--- src/rtl/chip8_mem_xfer_if.sv ---
// Command, register-file and memory bus signals of the CHIP-8 memory transfer unit.
// master = transfer unit, slave = surrounding core / register file / memory.
interface chip8_mem_xfer_if #(
    parameter int ADDR_W = 12
) ();
    logic              cmd_valid;
    logic              cmd_ready;
    logic [1:0]        cmd_op;
    logic [ADDR_W-1:0] cmd_addr;
    logic [3:0]        cmd_count;
    logic              done;
    logic              err;
    logic [15:0]       opcode;
    logic [ADDR_W-1:0] next_addr;

    logic [3:0]        reg_rd_idx;
    logic [7:0]        reg_rd_data;
    logic              reg_we;
    logic [3:0]        reg_wr_idx;
    logic [7:0]        reg_wr_data;

    logic              mem_wren;
    logic [ADDR_W-1:0] mem_write_addr;
    logic [7:0]        mem_write_data;
    logic              mem_reen;
    logic [ADDR_W-1:0] mem_read_addr;
    logic [7:0]        mem_read_data;
    logic              mem_read_ack;

    modport master (
        input  cmd_valid, cmd_op, cmd_addr, cmd_count,
        input  reg_rd_data, mem_read_data, mem_read_ack,
        output cmd_ready, done, err, opcode, next_addr,
        output reg_rd_idx, reg_we, reg_wr_idx, reg_wr_data,
        output mem_wren, mem_write_addr, mem_write_data, mem_reen, mem_read_addr
    );

    modport slave (
        output cmd_valid, cmd_op, cmd_addr, cmd_count,
        output reg_rd_data, mem_read_data, mem_read_ack,
        input  cmd_ready, done, err, opcode, next_addr,
        input  reg_rd_idx, reg_we, reg_wr_idx, reg_wr_data,
        input  mem_wren, mem_write_addr, mem_write_data, mem_reen, mem_read_addr
    );
endinterface

--- src/rtl/chip8_mem_xfer.sv ---
// CHIP-8 memory bus master: opcode fetch, Fx55 block store and Fx65 block load,
// with a single outstanding read and a read_ack timeout.
module chip8_mem_xfer #(
    parameter int ADDR_W  = 12,
    parameter int TIMEOUT = 15
) (
    input  logic             clk,
    input  logic             rst_n,
    chip8_mem_xfer_if.master bus
);
    localparam int WC_W = $clog2(TIMEOUT + 1);

    localparam logic [1:0] OP_FETCH = 2'd0;
    localparam logic [1:0] OP_STORE = 2'd1;
    localparam logic [1:0] OP_LOAD  = 2'd2;
    localparam logic [1:0] OP_RSVD  = 2'd3;

    typedef enum logic [3:0] {
        S_IDLE,
        S_RD_HI_REQ,
        S_RD_HI_WAIT,
        S_RD_LO_REQ,
        S_RD_LO_WAIT,
        S_ST_WR,
        S_LD_REQ,
        S_LD_WAIT,
        S_LD_WR,
        S_DONE
    } state_t;

    state_t state_q, state_d;

    logic              cmd_ready_q, cmd_ready_d;
    logic              done_q, done_d;
    logic              err_q, err_d;
    logic [15:0]       opcode_q, opcode_d;
    logic [ADDR_W-1:0] next_addr_q, next_addr_d;
    logic              reg_we_q, reg_we_d;
    logic [3:0]        reg_wr_idx_q, reg_wr_idx_d;
    logic [7:0]        reg_wr_data_q, reg_wr_data_d;
    logic              mem_wren_q, mem_wren_d;
    logic [ADDR_W-1:0] mem_write_addr_q, mem_write_addr_d;
    logic [7:0]        mem_write_data_q, mem_write_data_d;
    logic              mem_reen_q, mem_reen_d;
    logic [ADDR_W-1:0] mem_read_addr_q, mem_read_addr_d;

    logic [1:0]        op_q, op_d;
    logic [ADDR_W-1:0] base_q, base_d;
    logic [3:0]        count_q, count_d;
    logic [4:0]        cnt_q, cnt_d;
    logic [WC_W-1:0]   wcnt_q, wcnt_d;
    logic [7:0]        hi_q, hi_d;

    logic acc, ack, in_wait, counting, tmo, abort;

    assign acc      = (state_q == S_IDLE) && bus.cmd_valid;
    assign ack      = bus.mem_read_ack;
    assign in_wait  = state_q inside {S_RD_HI_WAIT, S_RD_LO_WAIT, S_LD_WAIT};
    // The request cycle counts toward the timeout, so the abort lands TIMEOUT cycles after reen.
    assign counting = in_wait || (state_q inside {S_RD_HI_REQ, S_RD_LO_REQ, S_LD_REQ});
    assign tmo      = in_wait && !ack && ((wcnt_q + WC_W'(1)) == WC_W'(TIMEOUT));
    assign abort    = tmo || (acc && (bus.cmd_op == OP_RSVD));

    always_ff @(posedge clk or negedge rst_n) begin
        if (!rst_n) begin
            state_q <= S_IDLE;
        end else begin
            state_q <= state_d;
        end
    end

    always_comb begin
        state_d = state_q;
        case (state_q)
            S_IDLE: begin
                if (acc) begin
                    case (bus.cmd_op)
                        OP_FETCH: state_d = S_RD_HI_REQ;
                        OP_STORE: state_d = S_ST_WR;
                        OP_LOAD:  state_d = S_LD_REQ;
                        default:  state_d = S_DONE;
                    endcase
                end
            end
            S_RD_HI_REQ:  state_d = S_RD_HI_WAIT;
            S_RD_HI_WAIT: begin
                if (ack)      state_d = S_RD_LO_REQ;
                else if (tmo) state_d = S_DONE;
            end
            S_RD_LO_REQ:  state_d = S_RD_LO_WAIT;
            S_RD_LO_WAIT: begin
                if (ack || tmo) state_d = S_DONE;
            end
            S_ST_WR: begin
                if (cnt_q == ({1'b0, count_q} + 5'd1)) state_d = S_DONE;
            end
            S_LD_REQ:  state_d = S_LD_WAIT;
            S_LD_WAIT: begin
                if (ack)      state_d = S_LD_WR;
                else if (tmo) state_d = S_DONE;
            end
            S_LD_WR: begin
                if (cnt_q == {1'b0, count_q}) state_d = S_DONE;
                else                          state_d = S_LD_REQ;
            end
            S_DONE:  state_d = S_IDLE;
            default: state_d = S_IDLE;
        endcase
    end

    // Next values of the registered outputs, decoded from the state being entered.
    always_comb begin
        op_d             = op_q;
        base_d           = base_q;
        count_d          = count_q;
        cnt_d            = cnt_q;
        wcnt_d           = wcnt_q;
        hi_d             = hi_q;
        opcode_d         = opcode_q;
        next_addr_d      = next_addr_q;
        cmd_ready_d      = (state_d == S_IDLE);
        done_d           = 1'b0;
        err_d            = 1'b0;
        mem_reen_d       = 1'b0;
        mem_read_addr_d  = mem_read_addr_q;
        mem_wren_d       = 1'b0;
        mem_write_addr_d = mem_write_addr_q;
        mem_write_data_d = mem_write_data_q;
        reg_we_d         = 1'b0;
        reg_wr_idx_d     = reg_wr_idx_q;
        reg_wr_data_d    = reg_wr_data_q;

        if (acc) begin
            op_d    = bus.cmd_op;
            base_d  = bus.cmd_addr;
            count_d = bus.cmd_count;
            cnt_d   = '0;
        end
        if (counting && !(in_wait && ack)) wcnt_d = wcnt_q + WC_W'(1);
        if ((state_q == S_RD_HI_WAIT) && ack) hi_d = bus.mem_read_data;
        if ((state_q == S_RD_LO_WAIT) && ack) opcode_d = {hi_q, bus.mem_read_data};
        if ((state_q == S_LD_WAIT) && ack) begin
            reg_wr_idx_d  = cnt_q[3:0];
            reg_wr_data_d = bus.mem_read_data;
        end
        if (state_q == S_LD_WR) cnt_d = cnt_q + 5'd1;

        case (state_d)
            S_RD_HI_REQ: begin
                mem_reen_d      = 1'b1;
                mem_read_addr_d = base_d;
                wcnt_d          = '0;
            end
            S_RD_LO_REQ: begin
                mem_reen_d      = 1'b1;
                mem_read_addr_d = base_q + ADDR_W'(1);
                wcnt_d          = '0;
            end
            S_LD_REQ: begin
                mem_reen_d      = 1'b1;
                mem_read_addr_d = base_d + ADDR_W'(cnt_d);
                wcnt_d          = '0;
            end
            // reg_rd_idx follows cnt_q, so the register byte is sampled one cycle ahead of its write.
            S_ST_WR: begin
                mem_wren_d       = 1'b1;
                mem_write_addr_d = base_d + ADDR_W'(cnt_q);
                mem_write_data_d = bus.reg_rd_data;
                cnt_d            = cnt_q + 5'd1;
            end
            S_LD_WR: reg_we_d = 1'b1;
            S_DONE: begin
                done_d      = 1'b1;
                err_d       = abort;
                next_addr_d = (op_d == OP_FETCH) ? base_d + ADDR_W'(2)
                                                 : base_d + ADDR_W'(count_d) + ADDR_W'(1);
            end
            S_IDLE:  cnt_d = '0;
            default: ;
        endcase
    end

    always_ff @(posedge clk or negedge rst_n) begin
        if (!rst_n) begin
            cmd_ready_q      <= 1'b1;
            done_q           <= 1'b0;
            err_q            <= 1'b0;
            opcode_q         <= '0;
            next_addr_q      <= '0;
            reg_we_q         <= 1'b0;
            reg_wr_idx_q     <= '0;
            reg_wr_data_q    <= '0;
            mem_wren_q       <= 1'b0;
            mem_write_addr_q <= '0;
            mem_write_data_q <= '0;
            mem_reen_q       <= 1'b0;
            mem_read_addr_q  <= '0;
            op_q             <= '0;
            base_q           <= '0;
            count_q          <= '0;
            cnt_q            <= '0;
            wcnt_q           <= '0;
            hi_q             <= '0;
        end else begin
            cmd_ready_q      <= cmd_ready_d;
            done_q           <= done_d;
            err_q            <= err_d;
            opcode_q         <= opcode_d;
            next_addr_q      <= next_addr_d;
            reg_we_q         <= reg_we_d;
            reg_wr_idx_q     <= reg_wr_idx_d;
            reg_wr_data_q    <= reg_wr_data_d;
            mem_wren_q       <= mem_wren_d;
            mem_write_addr_q <= mem_write_addr_d;
            mem_write_data_q <= mem_write_data_d;
            mem_reen_q       <= mem_reen_d;
            mem_read_addr_q  <= mem_read_addr_d;
            op_q             <= op_d;
            base_q           <= base_d;
            count_q          <= count_d;
            cnt_q            <= cnt_d;
            wcnt_q           <= wcnt_d;
            hi_q             <= hi_d;
        end
    end

    assign bus.cmd_ready      = cmd_ready_q;
    assign bus.done           = done_q;
    assign bus.err            = err_q;
    assign bus.opcode         = opcode_q;
    assign bus.next_addr      = next_addr_q;
    assign bus.reg_rd_idx     = cnt_q[3:0];
    assign bus.reg_we         = reg_we_q;
    assign bus.reg_wr_idx     = reg_wr_idx_q;
    assign bus.reg_wr_data    = reg_wr_data_q;
    assign bus.mem_wren       = mem_wren_q;
    assign bus.mem_write_addr = mem_write_addr_q;
    assign bus.mem_write_data = mem_write_data_q;
    assign bus.mem_reen       = mem_reen_q;
    assign bus.mem_read_addr  = mem_read_addr_q;
endmodule

--- src/flat_wrapper.sv ---
// flat-port wrapper written by rule: the top's interface ports become plain ports
module chip8_mem_xfer_flat 
#(
    parameter int ADDR_W  = 12,
    parameter int TIMEOUT = 15
)
  (clk, rst_n, bus_cmd_valid, bus_cmd_op, bus_cmd_addr, bus_cmd_count, bus_reg_rd_data, bus_mem_read_data, bus_mem_read_ack, bus_cmd_ready, bus_done, bus_err, bus_opcode, bus_next_addr, bus_reg_rd_idx, bus_reg_we, bus_reg_wr_idx, bus_reg_wr_data, bus_mem_wren, bus_mem_write_addr, bus_mem_write_data, bus_mem_reen, bus_mem_read_addr);
  chip8_mem_xfer_if #(.ADDR_W(ADDR_W)) bus_i ();
  input  logic clk;
  input  logic rst_n;
  input wire logic [$bits(bus_i.cmd_valid)-1:0] bus_cmd_valid;
  input wire logic [$bits(bus_i.cmd_op)-1:0] bus_cmd_op;
  input wire logic [$bits(bus_i.cmd_addr)-1:0] bus_cmd_addr;
  input wire logic [$bits(bus_i.cmd_count)-1:0] bus_cmd_count;
  input wire logic [$bits(bus_i.reg_rd_data)-1:0] bus_reg_rd_data;
  input wire logic [$bits(bus_i.mem_read_data)-1:0] bus_mem_read_data;
  input wire logic [$bits(bus_i.mem_read_ack)-1:0] bus_mem_read_ack;
  output wire logic [$bits(bus_i.cmd_ready)-1:0] bus_cmd_ready;
  output wire logic [$bits(bus_i.done)-1:0] bus_done;
  output wire logic [$bits(bus_i.err)-1:0] bus_err;
  output wire logic [$bits(bus_i.opcode)-1:0] bus_opcode;
  output wire logic [$bits(bus_i.next_addr)-1:0] bus_next_addr;
  output wire logic [$bits(bus_i.reg_rd_idx)-1:0] bus_reg_rd_idx;
  output wire logic [$bits(bus_i.reg_we)-1:0] bus_reg_we;
  output wire logic [$bits(bus_i.reg_wr_idx)-1:0] bus_reg_wr_idx;
  output wire logic [$bits(bus_i.reg_wr_data)-1:0] bus_reg_wr_data;
  output wire logic [$bits(bus_i.mem_wren)-1:0] bus_mem_wren;
  output wire logic [$bits(bus_i.mem_write_addr)-1:0] bus_mem_write_addr;
  output wire logic [$bits(bus_i.mem_write_data)-1:0] bus_mem_write_data;
  output wire logic [$bits(bus_i.mem_reen)-1:0] bus_mem_reen;
  output wire logic [$bits(bus_i.mem_read_addr)-1:0] bus_mem_read_addr;
  assign bus_i.cmd_valid = bus_cmd_valid;
  assign bus_i.cmd_op = bus_cmd_op;
  assign bus_i.cmd_addr = bus_cmd_addr;
  assign bus_i.cmd_count = bus_cmd_count;
  assign bus_i.reg_rd_data = bus_reg_rd_data;
  assign bus_i.mem_read_data = bus_mem_read_data;
  assign bus_i.mem_read_ack = bus_mem_read_ack;
  assign bus_cmd_ready = bus_i.cmd_ready;
  assign bus_done = bus_i.done;
  assign bus_err = bus_i.err;
  assign bus_opcode = bus_i.opcode;
  assign bus_next_addr = bus_i.next_addr;
  assign bus_reg_rd_idx = bus_i.reg_rd_idx;
  assign bus_reg_we = bus_i.reg_we;
  assign bus_reg_wr_idx = bus_i.reg_wr_idx;
  assign bus_reg_wr_data = bus_i.reg_wr_data;
  assign bus_mem_wren = bus_i.mem_wren;
  assign bus_mem_write_addr = bus_i.mem_write_addr;
  assign bus_mem_write_data = bus_i.mem_write_data;
  assign bus_mem_reen = bus_i.mem_reen;
  assign bus_mem_read_addr = bus_i.mem_read_addr;
  chip8_mem_xfer #(.ADDR_W(ADDR_W), .TIMEOUT(TIMEOUT)) u_core (.clk(clk), .rst_n(rst_n), .bus(bus_i));
endmodule
--- config.mk ---
export PLATFORM = sky130hd
export DESIGN_NAME = chip8_mem_xfer_flat
export DESIGN_NICKNAME = d
export VERILOG_FILES = /design/src/rtl/chip8_mem_xfer_if.sv /design/src/rtl/chip8_mem_xfer.sv /design/src/flat_wrapper.sv
export SDC_FILE = /design/constraint.sdc
export NUM_CORES = 1
export LEC_CHECK = 0
export CELL_PAD_IN_SITES_DETAIL_PLACEMENT = 0
export CELL_PAD_IN_SITES_GLOBAL_PLACEMENT = 2
export CORE_UTILIZATION = 36
export CTS_CLUSTER_SIZE = 14
export DETAILED_ROUTE_END_ITERATION = 8
export HOLD_SLACK_MARGIN = 0.02
export PLACE_DENSITY = 0.95
export SLEW_MARGIN = 20
export SYNTH_ARGS = -nofsm -noshare
export SYNTH_HDL_FRONTEND = slang
export SYNTH_SLANG_ARGS = --single-unit
--- constraint.sdc ---
create_clock -name clk -period 7.15 [get_ports clk]
set_clock_uncertainty 0.15 [all_clocks]
set_input_delay 0.715 -clock clk [delete_from_list [all_inputs] [get_ports clk]]
set_output_delay 0.715 -clock clk [all_outputs]
set_load 0.02 [all_outputs]
# Yosys cells after proc, flatten, opt, wreduce, memory -nomap -nowiden
# Index checks and enable logic that the tools add are counted.
dict set report classes {
  div_mod_pow 0
  n_mux 24
  shifts 0
  eq_ne 20
  multipliers 0
  n_lt_le_gt_ge 0
  add_sub_neg 9
  reduce_logical 23
  bitwise_logic 0
}
# cell count
set op_table {}
lappend op_table {{$mux W4} 10}
lappend op_table {{$pmux W12 S3} 1}
lappend op_table {{$pmux W4 S9} 1}
lappend op_table {{$add A12 B1 Y12 const B} 2}
lappend op_table {{$add A12 B5 Y12} 2}
lappend op_table {{$eq A4 B3 Y1 const B} 6}
lappend op_table {{$mux W12} 2}
lappend op_table {{$eq A4 B4 Y1 const B} 4}
lappend op_table {{$add A12 B2 Y12 const B} 1}
lappend op_table {{$add A12 B4 Y12} 1}
lappend op_table {{$eq A4 B2 Y1 const B} 3}
lappend op_table {{$pmux W4 S3} 1}
lappend op_table {{$mux W5} 2}
lappend op_table {{$pmux W5 S2} 1}
lappend op_table {{$logic_and A1 B1 Y1} 9}
lappend op_table {{$reduce_bool A3 Y1} 3}
lappend op_table {{$eq A4 B1 Y1 const B} 2}
lappend op_table {{$logic_not A4 Y1} 2}
lappend op_table {{$add A4 B1 Y5 const B} 1}
lappend op_table {{$add A5 B1 Y5 const B} 1}
lappend op_table {{$eq A5 B4 Y1} 1}
lappend op_table {{$eq A5 B5 Y1} 1}
lappend op_table {{$mux W1} 5}
lappend op_table {{$add A4 B1 Y4 const B} 1}
lappend op_table {{8 further kinds} 13}
dict set report totals {
  romBits 0
  latch_bits 0
  register_bits 117
  wordCells 96
  in_bits 38
  out_inout_bits 82
  ram_bits 0
  memories 0
}

# Longest topological paths before layout
# Gate-level depths: netlist (run 1).
dict set report logic_depth {
  depth_word 10
  ltp_mapped 17
  ltp_nobuf 15
}

# Worst setup path after synthesis (run 1)
# Ideal clock, no wire load.
dict set report synth_timing {
  path_kind {flip-flop to flip-flop}
  from {reg u_core.state_q[2]}
  to {reg u_core.next_addr_q[8], in the netlist u_core.bus.next_addr[8]}
  setup_ns 0.128
  path_slack_ns 2.981
  required_ns 6.872
  t_arrival_ns 3.892
  path_buffers 2
  synth_period_minus_slack_ns 4.169
  stages_incl_launch_ff 17
  cell_sequence {dfrtp_1 > or4_4 > nor2_8 > buf_2 > buf_2 > nand2_1 > nand2_1 > inv_1 > ha_1 > fa_1 > nor2b_1 > o21a_1 > nor2_1 > a2111o_1 > or3_1 > xnor2_1 > mux2_1}
}
dict set report synth_between {
  word_cells_on_any_way 30
  classes_between {add/sub (3); eq/ne (9); mux (11); reduce/logical (7)}
}
# element line
set synth_rtl {}
lappend synth_rtl {{from (decl)} chip8_mem_xfer.sv:31} ;# state_t state_q, state_d;
lappend synth_rtl {{from (signal assigned)} chip8_mem_xfer.sv:68} ;# state_q <= state_d;
lappend synth_rtl {{$logic_not A4 Y1 (*)} chip8_mem_xfer.sv:56} ;# assign acc = (state_q == S_IDLE) && bus.cmd_valid;
lappend synth_rtl {{$logic_and A1 B1 Y1 (*)} chip8_mem_xfer.sv:56}
lappend synth_rtl {{$mux W12 (*)} chip8_mem_xfer.sv:133} ;# if (acc) begin
lappend synth_rtl {{net u_core.base_d[0]} chip8_mem_xfer.sv:48} ;# logic [ADDR_W-1:0] base_q, base_d;
lappend synth_rtl {{$add A12 B4 Y12} chip8_mem_xfer.sv:176} ;# : base_d + ADDR_W'(count_d) + ADDR_W'(1);
lappend synth_rtl {{$add A12 B1 Y12} chip8_mem_xfer.sv:176}
lappend synth_rtl {{$mux W12 (*)} chip8_mem_xfer.sv:175} ;# next_addr_d = (op_d == OP_FETCH) ? base_d + ADDR_W'(2)
lappend synth_rtl {{to (signal assigned)} chip8_mem_xfer.sv:209} ;# next_addr_q <= next_addr_d;
lappend synth_rtl {{to (decl)} chip8_mem_xfer.sv:37} ;# logic [ADDR_W-1:0] next_addr_q, next_addr_d;
# The timed path passes the listed nets; every way through them passes the cells marked *.
# A chain may end at the register's enable or synchronous reset.

# Final worst setup path (run 1)
# Same ends and word-level chain as after synthesis.

==> impl_metrics.yaml, run 1 <==
status:
  run_status: "finished, final reports clean"
cts:
  ctsHoldBuffers: 0
  postCtsResizedCells: 0
  clock_tree.root_cell: "clkbuf_16"
  clk_pin_slew_ns: 0.06
  numCtsBuffers: 17
  clock_latency_ns: 0.42
  cts_tree: "yes"
  cts.sinks: 117
  cts_max_level: 4
  clockBufferDepth: 2
  post_cts_buffers: 0
sta:
  tightestPinTransition_ns: 1.00
  maxSlewViolCount: 0
  slew_headroom_pct: 33.1
  finalHoldViolCount: 0
  setup_viol: 0
  timing.final.crit_period_ns: 4.41
  fmax_mhz: 227
  rsz0062_at_grt: "no"
  period_share_pct: 61.7
  setup_tns_ns: 0
synthesis:
  ys_ff_latch: 117
  yosys-top-cells-count: "116 x dfrtp_1, 59 x mux2_2, 48 x nor2_1"
  synthArstFlopShare_pct: 100
  netlist_area_um2: 6540
  yosys.area.top_type: "dfrtp_1"
  synth_warnings: 0
  synth_top_area_share_pct: 44.4
  synth.distinct_cells: 63
  ys_seq_area_share_pct: 44.8
  synth_edf_count: 0
  syn-instance-count: 619
  synthTopCellsByArea: "dfrtp_1 44%, mux2_2 10%, ha_1 4.4%"
  synth.most_common_cell: "dfrtp_1"
  syn-num-nets: 683
  avgSynthCellArea_um2: 10.6
  synth-main-ff-cell: "dfrtp_1"
worst_setup_path:
  path_max_fanout: 26
  startpoint_type: "flip-flop"
  reg2reg_depth: 14
  r2r-start: "u_core.state_q[2]"
  crit_path_end: "u_core.bus.next_addr[8]"
  startpoint: "u_core.state_q[2]"
  cp.arrival_ns: 4.57
  endpoint_kind: "flip-flop"
  r2r-end: "u_core.bus.next_addr[8]"
  reg2reg_slack_ns: 2.74
  worstPathRequired_ns: 7.30
  crit_type: "reg -> reg"
grt:
  track_usage_pct: 20.2
  overflow: 0
  grt_max_degree: 61
  grt_pass1_wl_um: 28500
  grt_pass1_vias: 5356
  antenna_found_initial: 0
floorplanning:
  die_x_um: 137
  core_area_um2: 17500
  rows: 48
  start_util_pct: 37.3
  die_h_um: 137
  ios: 120
  die-area_um2: 18700
place:
  dp_cells: 936
  dp_hpwl_um: 13300
  gp_congestion: 0.864
  port_buffers: 119
route:
  wirelength_um: 17900
  postRouteAntennaNets: 0
  wl_per_cell_um: 18.5
  vias: 5181
  routed_via_density: 5.35
  drt-pass1-iter-count: 6
  drc_errors: 0
  drtIter0Drc: 347
cells_and_area:
  syn_to_final_growth_pct: 31.3
  nNetsFinal: 794
  drive_gt1_share_pct: 14.9
  antenna_cells: 0
  instances_no_fill: 968
run:
  cap_violations: 0
pwr:
  powerDensity_nw_per_um2: 559
  p_leak_nw: 3.68
  ir_drop_mv: 0.291
worst_hold_path:
  hold_path_class: "in -> async"
## worst min path at each step
stage / from / to / slack (ns) / depth (start not counted)
6_report: rst_n / u_core.bus.mem_write_data[7] / 0.20 / 1
5_1_grt: rst_n / u_core.bus.mem_write_data[0] / 0.25 / 1
4_1_cts: rst_n / u_core.bus.mem_wren / 0.23 / 1
3_5_place_dp: u_core.bus.mem_read_addr[4] / u_core.bus.mem_read_addr[4] / 0.32 / 2
3_3_place_gp: u_core.bus.mem_read_addr[2] / u_core.bus.mem_read_addr[2] / 0.33 / 2
2_1_floorplan: rst_n / u_core.base_q[0] / 0.27 / 0
## metal layers
layer / routed length (µm) / share of wire (%) / GRT usage (%) / vias up
met1: 7820 / 44 / 25.6 / 2548
met4: 266 / 1.5 / 6.47 / 0
met2: 8840 / 49 / 33.8 / 173
met5: 0 / 0 / 0 / -
li1: - / - / - / 2438
met3: 969 / 5.4 / 5.07 / 22
## layout make-up
type,instances,area [µm²]
Fill cell,1615,8950
Inverter,28,105
Clock buffer,18,429
Tap cell,225,282
Timing Repair Buffer,123,1220
Clock inverter,14,270
Sequential cell,117,2930
Multi-Input combinational cell,443,3350
## stage by stage
step / area, µm² / hold WS (ns) / util, % / worst slack, ns / total power [mW]
after floorplan: 6540 / 0.269 / - / 2.98 / 2.89
after global placement: 7880 / 0.330 / 44.9 / 2.59 / 3.75
after detailed placement: 7890 / 0.322 / 45.0 / 2.49 / 3.79
after CTS: 8590 / 0.230 / 49.0 / 2.72 / 4.84
after global routing: 8590 / 0.251 / 49.0 / 2.46 / 5.12
final: 8590 / 0.203 / 49.0 / 2.74 / 4.80
## sequential cells by signal, summed over array words and instances, names as in the netlist, 5 cells and up
name / count
u_core.bus.reg_wr_data: 8
u_core.hi_q: 8
u_core.bus.mem_read_addr: 12
u_core.bus.mem_write_data: 8
u_core.bus.next_addr: 12
u_core.bus.mem_write_addr: 12
u_core.base_q: 12
u_core.bus.opcode: 16
u_core.cnt_q: 5
## worst max-delay path, stage by stage, from the launching register on
cell and delay (ns):
dfrtp_1 0.55, or4_4 0.65, nor2_8 0.40, nand2_1 0.10
nand2_1 0.17, inv_1 0.09, ha_1 0.21, fa_1 0.41
nor2b_1 0.13, o21a_1 0.12, nor2_1 0.05, a2111o_1 0.47
or3_1 0.36, xnor2_1 0.14, mux2_1 0.29
## logic make-up (layout without fill, tap and decap cells)
kind of cell	after synthesis	in the layout	share of synthesized area [%]
and+or+nand+nor	163	163	12.6
AOI/OAI and AO/OA	123	123	12.4
DFF	117	117	44.8
muxes	83	83	14.3
buffers and inverters	59	183	4.11
xor gates and xnor gates	48	48	6.43
adders and majority gates	26	26	5.32
## cell usage in the layout (no fill, tap or decap), drive strengths merged, types with 5 or more instances in the layout
| master | instances |
|---|---|
| clkdlybuf4s50 | 118 |
| dfrtp | 116 |
| mux2 | 72 |
| nor2 | 50 |
| nand2 | 39 |
| inv | 32 |
| xnor2 | 31 |
| a21oi | 30 |
| o21ai | 25 |
| ha | 23 |
| clkbuf | 18 |
| xor2 | 17 |
| nand3 | 16 |
| nor3 | 12 |
| mux2i | 11 |
| a21o | 11 |
| nor2b | 10 |
| a22oi | 8 |
| a31oi | 7 |
| bufinv | 7 |
| or3 | 6 |
| nor4 | 5 |
| nand2b | 5 |
| a221oi | 5 |
| a22o | 5 |
| buf | 5 |
## power by group
part           leakage [nW]  switching (mW)  internal [mW]
combinational          1.91            1.42           1.13
clock                 0.336           0.322          0.694
sequential             1.44           0.250          0.976
No activity file was read; power rests on OpenSTA's default activity.
==> run 2: changes to the inputs <==
- CORE_UTILIZATION: 36 -> 34
- PLACE_DENSITY: 0.95 -> 0.91
- clock period: 7.15 -> 4.3 ns (I/O delays scaled with it)
==> run 2 against run 1 <==
  * Utilization decreased by 2.9 points
  * Clock power increased by 35%
  * Sequential share of layout area decreased by 0.25 points
  * Power increased by 64%
  * Critical endpoint unchanged
  * Highest routed layer unchanged
==> impl_metrics.yaml, run 2 (synthesis results as in run 1) <==
pwr:
  p_leak_nw: 3.73
  powerDensity_nw_per_um2: 908
  ir_drop_mv: 0.432
  power_mw: 7.85
route:
  wl_per_cell_um: 18.3
  vias: 5258
  drtIter0Drc: 217
  wirelength_um: 18300
  routed_via_density: 5.26
  drc_errors: 0
  postRouteAntennaNets: 0
  drt-pass1-iter-count: 5
worst_setup_path:
  slowest_delay_ns: 0.59
  crit_buf_inv: 1
  path_max_fanout: 8
  cpMostUsedCell: "nand2_1"
  crit_slowest_cell: "or4_4"
  startpoint_type: "flip-flop"
  crit_cells: 14
  worstPathRequired_ns: 4.46
  critical_path.top_delay_family: "simple AND/OR/NAND/NOR gates"
  path_cells: "or4_4 -> nor2_8 -> nand2_1 -> nand2_1 -> inv_1 -> ha_1 -> fa_1 -> nor2b_1 -> o21a_1 -> nor2_1 -> a2111o_1 -> or3_1 -> xnor2_1 -> mux2_1"
  crit_type: "reg -> reg"
  endpoint_kind: "flip-flop"
  reg2reg_depth: 14
  cp.arrival_ns: 4.06
place:
  port_buffers: 119
  dp_hpwl_um: 13600
  gp_congestion: 0.839
cts:
  clock_latency_ns: 0.42
  clockBufferDepth: 2
  clk_pin_slew_ns: 0.06
  cts_tree: "yes"
  cts_max_level: 4
  post_cts_buffers: 0
  clock_tree.root_cell: "clkbuf_16"
  numCtsBuffers: 17
  cts.sinks: 117
sta:
  holdWs_ns: 0.343
  setup_viol: 0
  tightestPinTransition_ns: 1.09
  timing.final.crit_period_ns: 3.91
  period_share_pct: 90.9
  maxSlewViolCount: 0
  finalHoldViolCount: 0
  slew_headroom_pct: 26.9
  setup_tns_ns: 0
  rsz0062_at_grt: "no"
  fmax_mhz: 256
grt:
  antenna_found_initial: 0
  grt_pass1_wl_um: 29900
  track_usage_pct: 19.7
  grt_pass1_vias: 5603
  grt_max_degree: 58
  overflow: 0
cells_and_area:
  layout_common_cells: "118 x clkdlybuf4s50_1, 116 x dfrtp_1, 59 x mux2_2"
  antenna_cells: 0
  final-seq-area_um2: 2930
  largest_register_ff_count: 16
  n_fill_cell: 1775
  multiInputGateArea_um2: 3350
  syn_to_final_growth_pct: 32.3
  layout_commonest_cell: "clkdlybuf4s50_1"
  drive_gt1_share_pct: 17.4
  nNetsFinal: 816
floorplanning:
  die_h_um: 141
  start_util_pct: 34.8
  rows: 50
  die_x_um: 141
  ios: 120
  die-area_um2: 19800
  core_area_um2: 18800
worst_hold_path:
  hold_path_class: "reg -> reg"
  min_path_cells: 1
run:
  cap_violations: 0
status:
  run_status: "finished, final reports clean"
-- run 2: changes by cell type in the layout (fill, tap and decap cells not counted) --
cell,change
buf_4,+21
bufinv_16,-7
clkinv_8,+3
inv_8,+3
clkbuf_1,-1
clkinvlp_4,+1
dlygate4sd3_1,+1
inv_6,+1
-- run 2: final cells by class --
type	instances	share of cell area, %
Clock buffer	17	4.92
Clock inverter	15	1.84
Inverter	28	1.22
Multi-Input combinational cell	443	38.8
Sequential cell	117	33.9
Tap cell	234	3.38
Timing Repair Buffer	145	16.0
-- run 2: routing by layer --
layer	up-vias	part of all wire, %	GRT usage [%]
met4	0	2.7	8.52
met1	2585	43	23.8
met5	-	0	0
met3	33	4.3	3.77
met2	154	50	34.1
li1	2486	-	-
-- run 2: per-stage QoR --
| stage | worst slack [ns] | cells | area (µm²) | utilization [%] |
|---|---|---|---|---|
| after global placement | 0.327 | 966 | 8050 | 42.9 |
| after CTS | 0.383 | 999 | 8640 | 46.1 |
| after floorplan | 0.131 | 619 | 6540 | - |
| final | 0.393 | 999 | 8650 | 46.1 |
| after detailed placement | 0.255 | 966 | 8050 | 42.9 |
| after global routing | 0.139 | 999 | 8650 | 46.1 |
-- run 2: worst register-to-register path: stages, from the launching register on --
cell and delay, ns:
dfrtp_1 0.38, or4_4 0.59, nor2_8 0.19, nand2_1 0.08, nand2_1 0.17, inv_1 0.10
ha_1 0.22, fa_1 0.41, nor2b_1 0.13, o21a_1 0.11, nor2_1 0.04, a2111o_1 0.45
or3_1 0.35, xnor2_1 0.14, mux2_1 0.29
-- run 2: report_power, final --
part	total (mW)	internal (mW)	switching, mW
Combinational	4.48	2.00	2.48
Clock	1.38	0.772	0.610
Sequential	2.00	1.62	0.375
Total	7.85	4.39	3.46
-- run 2: worst paths after layout --
kind | startpoint | end | slack, ns
worst max-delay path | u_core.state_q[2] | u_core.bus.next_addr[8] | 0.39
worst min-delay path | u_core.bus.mem_write_addr[4] | u_core.bus.mem_write_addr[4] | 0.34
worst max register to register | u_core.state_q[2] | u_core.bus.next_addr[8] | 0.39
worst min register to register | u_core.bus.mem_write_addr[4] | u_core.bus.mem_write_addr[4] | 0.34
max in group asynchronous | rst_n | u_core.bus.cmd_ready | 2.56
min in group asynchronous | rst_n | u_core.bus.mem_write_data[6] | 0.46
-- run 2: what timing repair did --
action                                 in CTS  in global routing
hold buffers                                1                  0
gates resized for setup                     0                  0
endpoints found under the hold margin      55                  0
